### src/rtl/ctrl_pipe.sv
// ctrl_pipe: registered instruction decoder with a one-entry output buffer
//
// Purpose:
//   Accepts instructions {opcode[4], rd, rs1, rs2} through a valid/ready
//   handshake. It decodes each one into a one-hot ALU operation, an operand
//   source select and a register-write flag. The result is held in a single
//   output entry until the downstream stage takes it. Opcode 0 (nop) is
//   accepted and then dropped. Two counters track retired entries and
//   hazard-stall cycles.
//
// Configuration:
//   CTRL_PIPE_HAZARD_EN - when defined, the block detects read-after-write
//   hazards against the held entry and the entry that just left, and counts
//   stall cycles. When it is undefined, hazard is always 0 and stall_cnt
//   stays at 0.
//
// Parameters:
//   REG_AW  register-address field width (instruction width = 4 + 3*REG_AW)
//   CNT_W   width of retired_cnt and stall_cnt
//
// Ports:
//   clk          rising-edge clock
//   rst          synchronous active-high reset
//   in_valid     instruction offered on inst
//   in_ready     block accepts inst this cycle
//   inst         opcode, rd, rs1, rs2 (MSB first)
//   out_valid    held decoded entry is valid
//   out_ready    downstream consumes the entry this cycle
//   alu_op       one-hot ALU operation of the held entry
//   alu_src      0 = reg[rs2], 1 = rs2 field used as immediate
//   reg_write    held entry writes register rd
//   rd/rs1/rs2   register fields of the held entry
//   retired_cnt  output handshakes, wrapping
//   stall_cnt    hazard-stall cycles, saturating

module ctrl_pipe #(
  parameter int REG_AW = 4,
  parameter int CNT_W  = 16,
  localparam int INST_W = 4 + 3 * REG_AW
) (
  input  logic              clk,
  input  logic              rst,
  input  logic              in_valid,
  output logic              in_ready,
  input  logic [INST_W-1:0] inst,
  output logic              out_valid,
  input  logic              out_ready,
  output logic [12:0]       alu_op,
  output logic              alu_src,
  output logic              reg_write,
  output logic [REG_AW-1:0] rd,
  output logic [REG_AW-1:0] rs1,
  output logic [REG_AW-1:0] rs2,
  output logic [CNT_W-1:0]  retired_cnt,
  output logic [CNT_W-1:0]  stall_cnt
);

  localparam logic [0:0] ST_EMPTY = 1'b0;
  localparam logic [0:0] ST_FULL  = 1'b1;

  logic [0:0]        state;
  logic [3:0]        in_opcode;
  logic [REG_AW-1:0] in_rd;
  logic [REG_AW-1:0] in_rs1;
  logic [REG_AW-1:0] in_rs2;
  logic              hazard;
  logic              xfer_in;
  logic              xfer_out;
  logic              load_entry;

  assign in_opcode = inst[INST_W-1 -: 4];
  assign in_rd     = inst[3*REG_AW-1 -: REG_AW];
  assign in_rs1    = inst[2*REG_AW-1 -: REG_AW];
  assign in_rs2    = inst[REG_AW-1:0];

  // Opcodes 1..11 map directly to bits 0..10. Opcodes 12 and 13 are the
  // immediate forms of add and sub, so they share those bits. Opcodes 14
  // and 15 are the shifts.
  function automatic logic [12:0] dec_alu_op(input logic [3:0] op);
    logic [12:0] v;
    v = 13'd0;
    case (op)
      4'd1:  v[0]  = 1'b1;
      4'd2:  v[1]  = 1'b1;
      4'd3:  v[2]  = 1'b1;
      4'd4:  v[3]  = 1'b1;
      4'd5:  v[4]  = 1'b1;
      4'd6:  v[5]  = 1'b1;
      4'd7:  v[6]  = 1'b1;
      4'd8:  v[7]  = 1'b1;
      4'd9:  v[8]  = 1'b1;
      4'd10: v[9]  = 1'b1;
      4'd11: v[10] = 1'b1;
      4'd12: v[9]  = 1'b1;
      4'd13: v[10] = 1'b1;
      4'd14: v[11] = 1'b1;
      4'd15: v[12] = 1'b1;
      default: v = 13'd0;
    endcase
    return v;
  endfunction

  // Only the two-register ALU opcodes read reg[rs2]. Every other opcode
  // treats the rs2 field as an immediate.
  function automatic logic dec_alu_src(input logic [3:0] op);
    return !((op >= 4'd5) && (op <= 4'd11));
  endfunction

  // nop and Read produce no register result
  function automatic logic dec_reg_write(input logic [3:0] op);
    return (op != 4'd0) && (op != 4'd2);
  endfunction

  // While reset is asserted, the held entry is not offered downstream.
  // This discards it without a handshake.
  assign out_valid  = (state == ST_FULL) && !rst;
  assign in_ready   = !rst && ((state == ST_EMPTY) || out_ready) && !hazard;
  assign xfer_in    = in_valid && in_ready;
  assign xfer_out   = out_valid && out_ready;
  assign load_entry = xfer_in && (in_opcode != 4'd0);

  // Output buffer. A new non-zero entry replaces the held one, including in
  // the cycle the old one leaves. An accepted nop never fills the buffer.
  // In EMPTY the decoded fields read as zero.
  always_ff @(posedge clk) begin
    if (rst) begin
      state     <= ST_EMPTY;
      alu_op    <= 13'd0;
      alu_src   <= 1'b0;
      reg_write <= 1'b0;
      rd        <= '0;
      rs1       <= '0;
      rs2       <= '0;
    end else if (load_entry) begin
      state     <= ST_FULL;
      alu_op    <= dec_alu_op(in_opcode);
      alu_src   <= dec_alu_src(in_opcode);
      reg_write <= dec_reg_write(in_opcode);
      rd        <= in_rd;
      rs1       <= in_rs1;
      rs2       <= in_rs2;
    end else if (xfer_out) begin
      state     <= ST_EMPTY;
      alu_op    <= 13'd0;
      alu_src   <= 1'b0;
      reg_write <= 1'b0;
      rd        <= '0;
      rs1       <= '0;
      rs2       <= '0;
    end
  end

  // Retired counter wraps naturally at its width
  always_ff @(posedge clk) begin
    if (rst) begin
      retired_cnt <= '0;
    end else if (xfer_out) begin
      retired_cnt <= retired_cnt + CNT_W'(1);
    end
  end

`ifdef CTRL_PIPE_HAZARD_EN

  logic              pend_valid;
  logic [REG_AW-1:0] pend_rd;
  logic              held_active;
  logic              hit_rs1;
  logic              hit_rs2;

  function automatic logic uses_rs1(input logic [3:0] op);
    return op >= 4'd3;
  endfunction

  function automatic logic uses_rs2(input logic [3:0] op);
    return (op >= 4'd5) && (op <= 4'd11);
  endfunction

  // The entry that just left is still a pending writer for one more cycle.
  // Its result is not yet visible to a newly decoded instruction.
  always_ff @(posedge clk) begin
    if (rst) begin
      pend_valid <= 1'b0;
      pend_rd    <= '0;
    end else begin
      pend_valid <= xfer_out && reg_write;
      pend_rd    <= rd;
    end
  end

  // A source that is used and that matches either pending destination
  // blocks acceptance.
  always_comb begin
    held_active = (state == ST_FULL) && reg_write;
    hit_rs1 = uses_rs1(in_opcode) &&
              ((held_active && (in_rs1 == rd)) || (pend_valid && (in_rs1 == pend_rd)));
    hit_rs2 = uses_rs2(in_opcode) &&
              ((held_active && (in_rs2 == rd)) || (pend_valid && (in_rs2 == pend_rd)));
    hazard  = in_valid && (hit_rs1 || hit_rs2);
  end

  // Stall counter stops at all-ones rather than wrapping
  always_ff @(posedge clk) begin
    if (rst) begin
      stall_cnt <= '0;
    end else if (in_valid && hazard && (stall_cnt != {CNT_W{1'b1}})) begin
      stall_cnt <= stall_cnt + CNT_W'(1);
    end
  end

`else

  assign hazard    = 1'b0;
  assign stall_cnt = '0;

`endif

endmodule

### config.mk
export PLATFORM = sky130hd
export DESIGN_NAME = ctrl_pipe
export DESIGN_NICKNAME = d
export VERILOG_FILES = /design/src/rtl/ctrl_pipe.sv
export SDC_FILE = /design/constraint.sdc
export NUM_CORES = 1
export LEC_CHECK = 0
export BUFFER_PORTS_ARGS = -buffer_cell sky130_fd_sc_hd__clkbuf_2
export CAP_MARGIN = 20
export CORE_MARGIN = 2
export CORE_UTILIZATION = 30
export DETAILED_ROUTE_END_ITERATION = 6
export GPL_ROUTABILITY_DRIVEN = 0
export GPL_TIMING_DRIVEN = 1
export PLACE_DENSITY_LB_ADDON = 0.08
export SLEW_MARGIN = 20
export SYNTH_ARGS = -nofsm -noshare
export SYNTH_HDL_FRONTEND = slang
export SYNTH_SLANG_ARGS = --single-unit
export TNS_END_PERCENT = 5
### constraint.sdc
create_clock -name clk -period 2.3 [get_ports clk]
set_input_delay 0.46 -clock clk [delete_from_list [all_inputs] [get_ports clk]]
set_output_delay 0.46 -clock clk [all_outputs]
set_load 0.02 [all_outputs]
## After elaboration in Yosys (flattened, before gate mapping)

Cells that the tools add are included.
Widths: inputs -> output; s select.

- Output and inout bits: 61
- Word-level logic and storage cells: 65
- Input bits: 20
- Flip-flop bits (word level): 44

- Multiplexer cells: 23
- Add/sub/neg operators: 1
- Magnitude comparators: 2
- Reduce and logical (&&, ||, !) cells: 14
- Bitwise operators: 1
- Equality and inequality tests: 16

Operators by type and width:

| cell | count |
|---|---|
| $eq 4x4->1 const B | 8 |
| $mux 13 | 2 |
| $mux 1 | 17 |
| $add 16x1->16 const B | 1 |
| $eq 4x3->1 const B | 4 |
| $mux 4 | 4 |
| $eq 4x2->1 const B | 2 |
| $logic_and 1x1->1 | 7 |
| $eq 4x1->1 const B | 1 |
| $ge 4x3->1 const B | 1 |
| $le 4x4->1 const B | 1 |
| $ne 4x2->1 const B | 1 |
| $reduce_bool 4->1 | 1 |
| $reduce_or 2->1 | 2 |
| $logic_not 1->1 | 2 |
| $reduce_bool 2->1 | 1 |
| $logic_or 1x1->1 | 1 |
| $not 1->1 | 1 |

## Depth between registers and ports, before layout

- Depth in word-level cells: 6
- Gate-level depth with buffers: 6
- Mapped depth without buffers: 5

## Worst setup path after synthesis

Ideal clock, no wire load.

- Kind: input -> output
- Start: input rst
- End: output in_ready
- Required time: 1840 ps
- Slack: 383 ps
- Data arrival time: 1457 ps
- Stages on the path: 4
- Buffers on the path: 3
- Cell sequence: clkbuf_1 -> buf_1 -> clkbuf_1 -> nor2_1

- Word-level cells in the longest chain between the ends: 2

RTL lines:

| item | RTL line | RTL |
|---|---|---|
| start, declared | 42 | `input logic rst,` |
| $logic_not 1->1 | 117 | `assign in_ready = !rst && ((state == ST_EMPTY) \|\| out_ready) && !hazard;` |
| $logic_and 1x1->1 | 117 |  |
| end, declared | 44 | `output logic in_ready,` |

No other way between the ends.

## Worst setup path in the final report

- Start: register state
- End: register alu_op[5]

- Word-level cells in the longest chain between the ends: 6
- Elaborated cells between the ends (all ways): 9
- Classes of those cells: 1 x mux; 1 x bitwise; 7 x reduce/logical

RTL lines:

| item | RTL line | RTL |
|---|---|---|
| start, declared | 61 | `logic [0:0] state;` |
| start signal, assigned | 127 | `state <= ST_EMPTY;` |
| start signal, assigned | 135 | `state <= ST_FULL;` |
| start signal, assigned | 143 | `state <= ST_EMPTY;` |
| $not 1->1 | 117 |  |
| $logic_or 1x1->1 | 117 |  |
| $logic_and 1x1->1 | 117 |  |
| $logic_and 1x1->1 | 118 | `assign xfer_in = in_valid && in_ready;` |
| $logic_and 1x1->1 | 120 | `assign load_entry = xfer_in && (in_opcode != 4'd0);` |
| $mux 13 / $reduce_bool 2->1 (equally long branches) | - |  |
| end signal, assigned | 136 | `alu_op <= dec_alu_op(in_opcode);` |
| end, declared | 48 | `output logic [12:0] alu_op,` |

Parallel ways exist; a longest one is shown, timed or not.
A chain may end at the register's enable or synchronous reset.

==> impl_metrics.tcl <==
set metrics [dict create \
    status "completed" \
    crit_fanout 8 \
    ant_nets 0 \
    vdd_drop_max_v 0.000303 \
    r2r-start "state" \
    synth_edf_count 0 \
    syn-cell-area_sq_um 1870 \
    synthDistinctLibCells 38 \
    slew_headroom 0.536 \
    final_cells 337 \
    root_buffer "clkbuf_8" \
    finalSetupViolCount 0 \
    tightest_slew_ns 0.694 \
    port_buffers 64 \
    dpl.cell_count 329 \
    avgSynthCellArea_sq_um 9.65 \
    antenna_found_initial 0 \
    cts-hold-fix-buffers 0 \
    syn_inst 194 \
    holdCritPathClass "in2reg" \
    ys_ff_latch 44 \
    seqPwrFrac 0.537 \
    reg2reg_to "alu_op[5]" \
    p_total_mw 1.48 \
    pwr-share-comb 0.119 \
    via_per_inst 4.62 \
    dr_total_vias 1557 \
    htree_levels 2 \
    postCtsSetupBuffers 0 \
    hold_path_end "rs2[3]" \
    overflow 0 \
    r2r_slack_ns 0.39 \
    worst_setup_path_start_kind "flip-flop" \
    cp_data_arrival_time_ns 2.16 \
    pin_count 81 \
    yosysWarnings 0 \
    pwr-share-clk 0.345 \
    internal-power_mw 1.07 \
    rows 28 \
    holdCritStartpoint "inst[3]" \
    p_sw_mw 0.417 \
    p_leak_nw 1.02 \
    fin_crit_ns 1.91 \
    drv_cap 0 \
    dieArea_sq_um 6890 \
    start_util 0.313 \
    worstSetupPathType "reg2reg" \
    wl_per_cell_um 12.4 \
    finalHoldViolCount 0 \
    worstPathRequired_ns 2.55 \
    clock_latency_ns 0.30 \
    diodes 0 \
    ctsResizeCount 0 \
    hpwl_um 3210 \
    fin_tns_setup_ns 0 \
    max_freq_ghz 0.523 \
    reg2reg_depth 4 \
    grt_usage 0.125 \
    drc 0 \
    p_per_area_nw_per_um2 635 \
    hold_depth 2 \
    cts_tree "built" \
    coreArea_sq_um 5990 \
    clk_path_buf_depth 2 \
    area_growth_pct 24.8 \
    grt_pass1_wl_um 7100 \
    endpoint_kind "flip-flop" \
    ys.flop_type "dfxtp_1" \
    grt_pass1_vias 1491 \
    fin_nets 282 \
    fin_util 0.390 \
    final_layout_size_suffix_gt1_frac 0.328 \
    drt-initial-drc-count 78 \
    clock_skew_ns 0.00745 \
    wl_um 4170 \
    finalCritPeriodShare 0.831 \
    cts_sinks 44 \
    slew_violations 0 \
    drtPass1Iterations 4 \
    fillers 615 \
    sw_frac_of_total 0.281 \
    fp.dieH_um 83.0 \
    clk_pin_slew_ns 0.10 \
    cts_made_buffers 5 \
    grt_max_degree 17 \
    die_width_um 83.0 \
    async_flop_share 0 \
    synth-seq-area-share 0.470 \
    rsz0062_at_grt "false" \
]
## kinds of logic (layout without fill, tap and decap cells)
| group | after synthesis | count (layout) | synth area share |
|---|---|---|---|
| adders and majority gates | 1 | 1 | 0.00668 |
| other | 1 | 16 | 0.00200 |
| DFF | 44 | 44 | 0.470 |
| xor gates and xnor gates | 12 | 12 | 0.0561 |
| AOI/OAI and AO/OA | 38 | 38 | 0.164 |
| buffers and inverters | 30 | 83 | 0.0975 |
| and+or+nand+nor | 68 | 68 | 0.203 |
## registers in the layout, indices dropped and copies added (netlist names)
signal	count
alu_op	13
alu_src	1
rd	4
reg_write	1
retired_cnt	16
rs1	4
rs2	4
state	1
## worst max-delay path by stage
| stage | start | to | slack (ns) | depth (start not counted) |
|---|---|---|---|---|
| 2_1_floorplan | rst | in_ready | 0.38 | 4 |
| 3_3_place_gp | out_ready | rd[1] | 0.23 | 4 |
| 3_5_place_dp | out_ready | alu_op[6] | 0.24 | 5 |
| 4_1_cts | state | in_ready | 0.36 | 3 |
| 5_1_grt | state | in_ready | 0.27 | 3 |
| 6_report | state | alu_op[5] | 0.39 | 4 |
## cells in the final DEF, fill, tap and decap left out
master / count
a21oi_1: 5
a22o_1: 17
a311oi_1: 1
a31o_2: 1
a32o_1: 3
a41o_1: 1
and2_1: 2
and4_2: 1
and4b_1: 1
buf_4: 7
clkbuf_2: 64
clkbuf_8: 5
clkinv_4: 1
conb_1: 16
dfxtp_1: 44
ha_1: 1
inv_1: 4
inv_6: 2
nand2_1: 7
nand2b_1: 2
nand3_1: 8
nand3b_1: 1
nand4_1: 3
nand4_2: 1
nand4b_1: 1
nor2_1: 20
nor2b_1: 3
nor3_1: 3
nor3_2: 1
nor3b_1: 4
nor4_1: 5
nor4b_4: 1
o21ai_0: 3
o2bb2ai_1: 7
or3_1: 2
or3b_2: 1
or4_4: 1
xnor2_1: 7
xor2_1: 5
## critical path: stages (launching register included)
cell,delay (ns)
dfxtp_1,0.38
nor2b_1,0.23
or3b_2,0.50
nor3b_1,0.52
a32o_1,0.24
## power groups by stage
stage,Combinational [mW],Sequential [mW],Clock [mW]
floorplan,0.113,0.837,0
global placement,0.176,0.815,0
detailed placement,0.178,0.814,0
CTS,0.178,0.797,0.538
global route,0.194,0.800,0.562
finish,0.176,0.797,0.512
## metal layers
metal / vias to the layer above / track usage / share of wire
met5: - / 0 / 0
met4: 0 / 0.0268 / 0.0084
met3: 4 / 0.0487 / 0.070
met2: 58 / 0.190 / 0.42
met1: 697 / 0.167 / 0.50
li1: 798 / - / -
## cell usage after synthesis (2+ instances only)
cell type	count	area [sq um]
nor3_1	3	15.0
nand2_1	7	26.3
a32o_1	3	30.0
and2_1	2	12.5
xnor2_1	7	61.3
or3_1	2	12.5
nand4_1	3	18.8
nor3b_1	4	30.0
o2bb2ai_1	7	61.3
buf_2	2	10.0
clkbuf_1	5	18.8
nand3_1	8	40.0
inv_1	4	15.0
nor4_1	5	31.3
nor2_1	20	75.1
buf_4	18	135
o21ai_0	3	15.0
a22o_1	17	149
xor2_1	5	43.8
a21oi_1	5	25.0
nand2b_1	2	12.5
dfxtp_1	44	881
nor2b_1	3	18.8
## metrics by stage
step,area [sq um],hold slack [ns],setup slack [ns]
after floorplan,1930,0.543,0.383
after global placement,2230,0.451,0.228
after detailed placement,2240,0.453,0.236
after CTS,2340,0.352,0.357
after global routing,2340,0.359,0.269
final,2340,0.366,0.388
## area by class of cell
type	count	area [sq um]	share of cell area
multi-input combinational	135	881	0.377
inverter	4	15.0	0.00642
timing repair buffer	71	373	0.159
sequential	44	881	0.377
clock inverter	3	26.3	0.0112
clock buffer	5	68.8	0.0294
tap	75	93.8	0.0401
(Power assumes the default switching activity.)
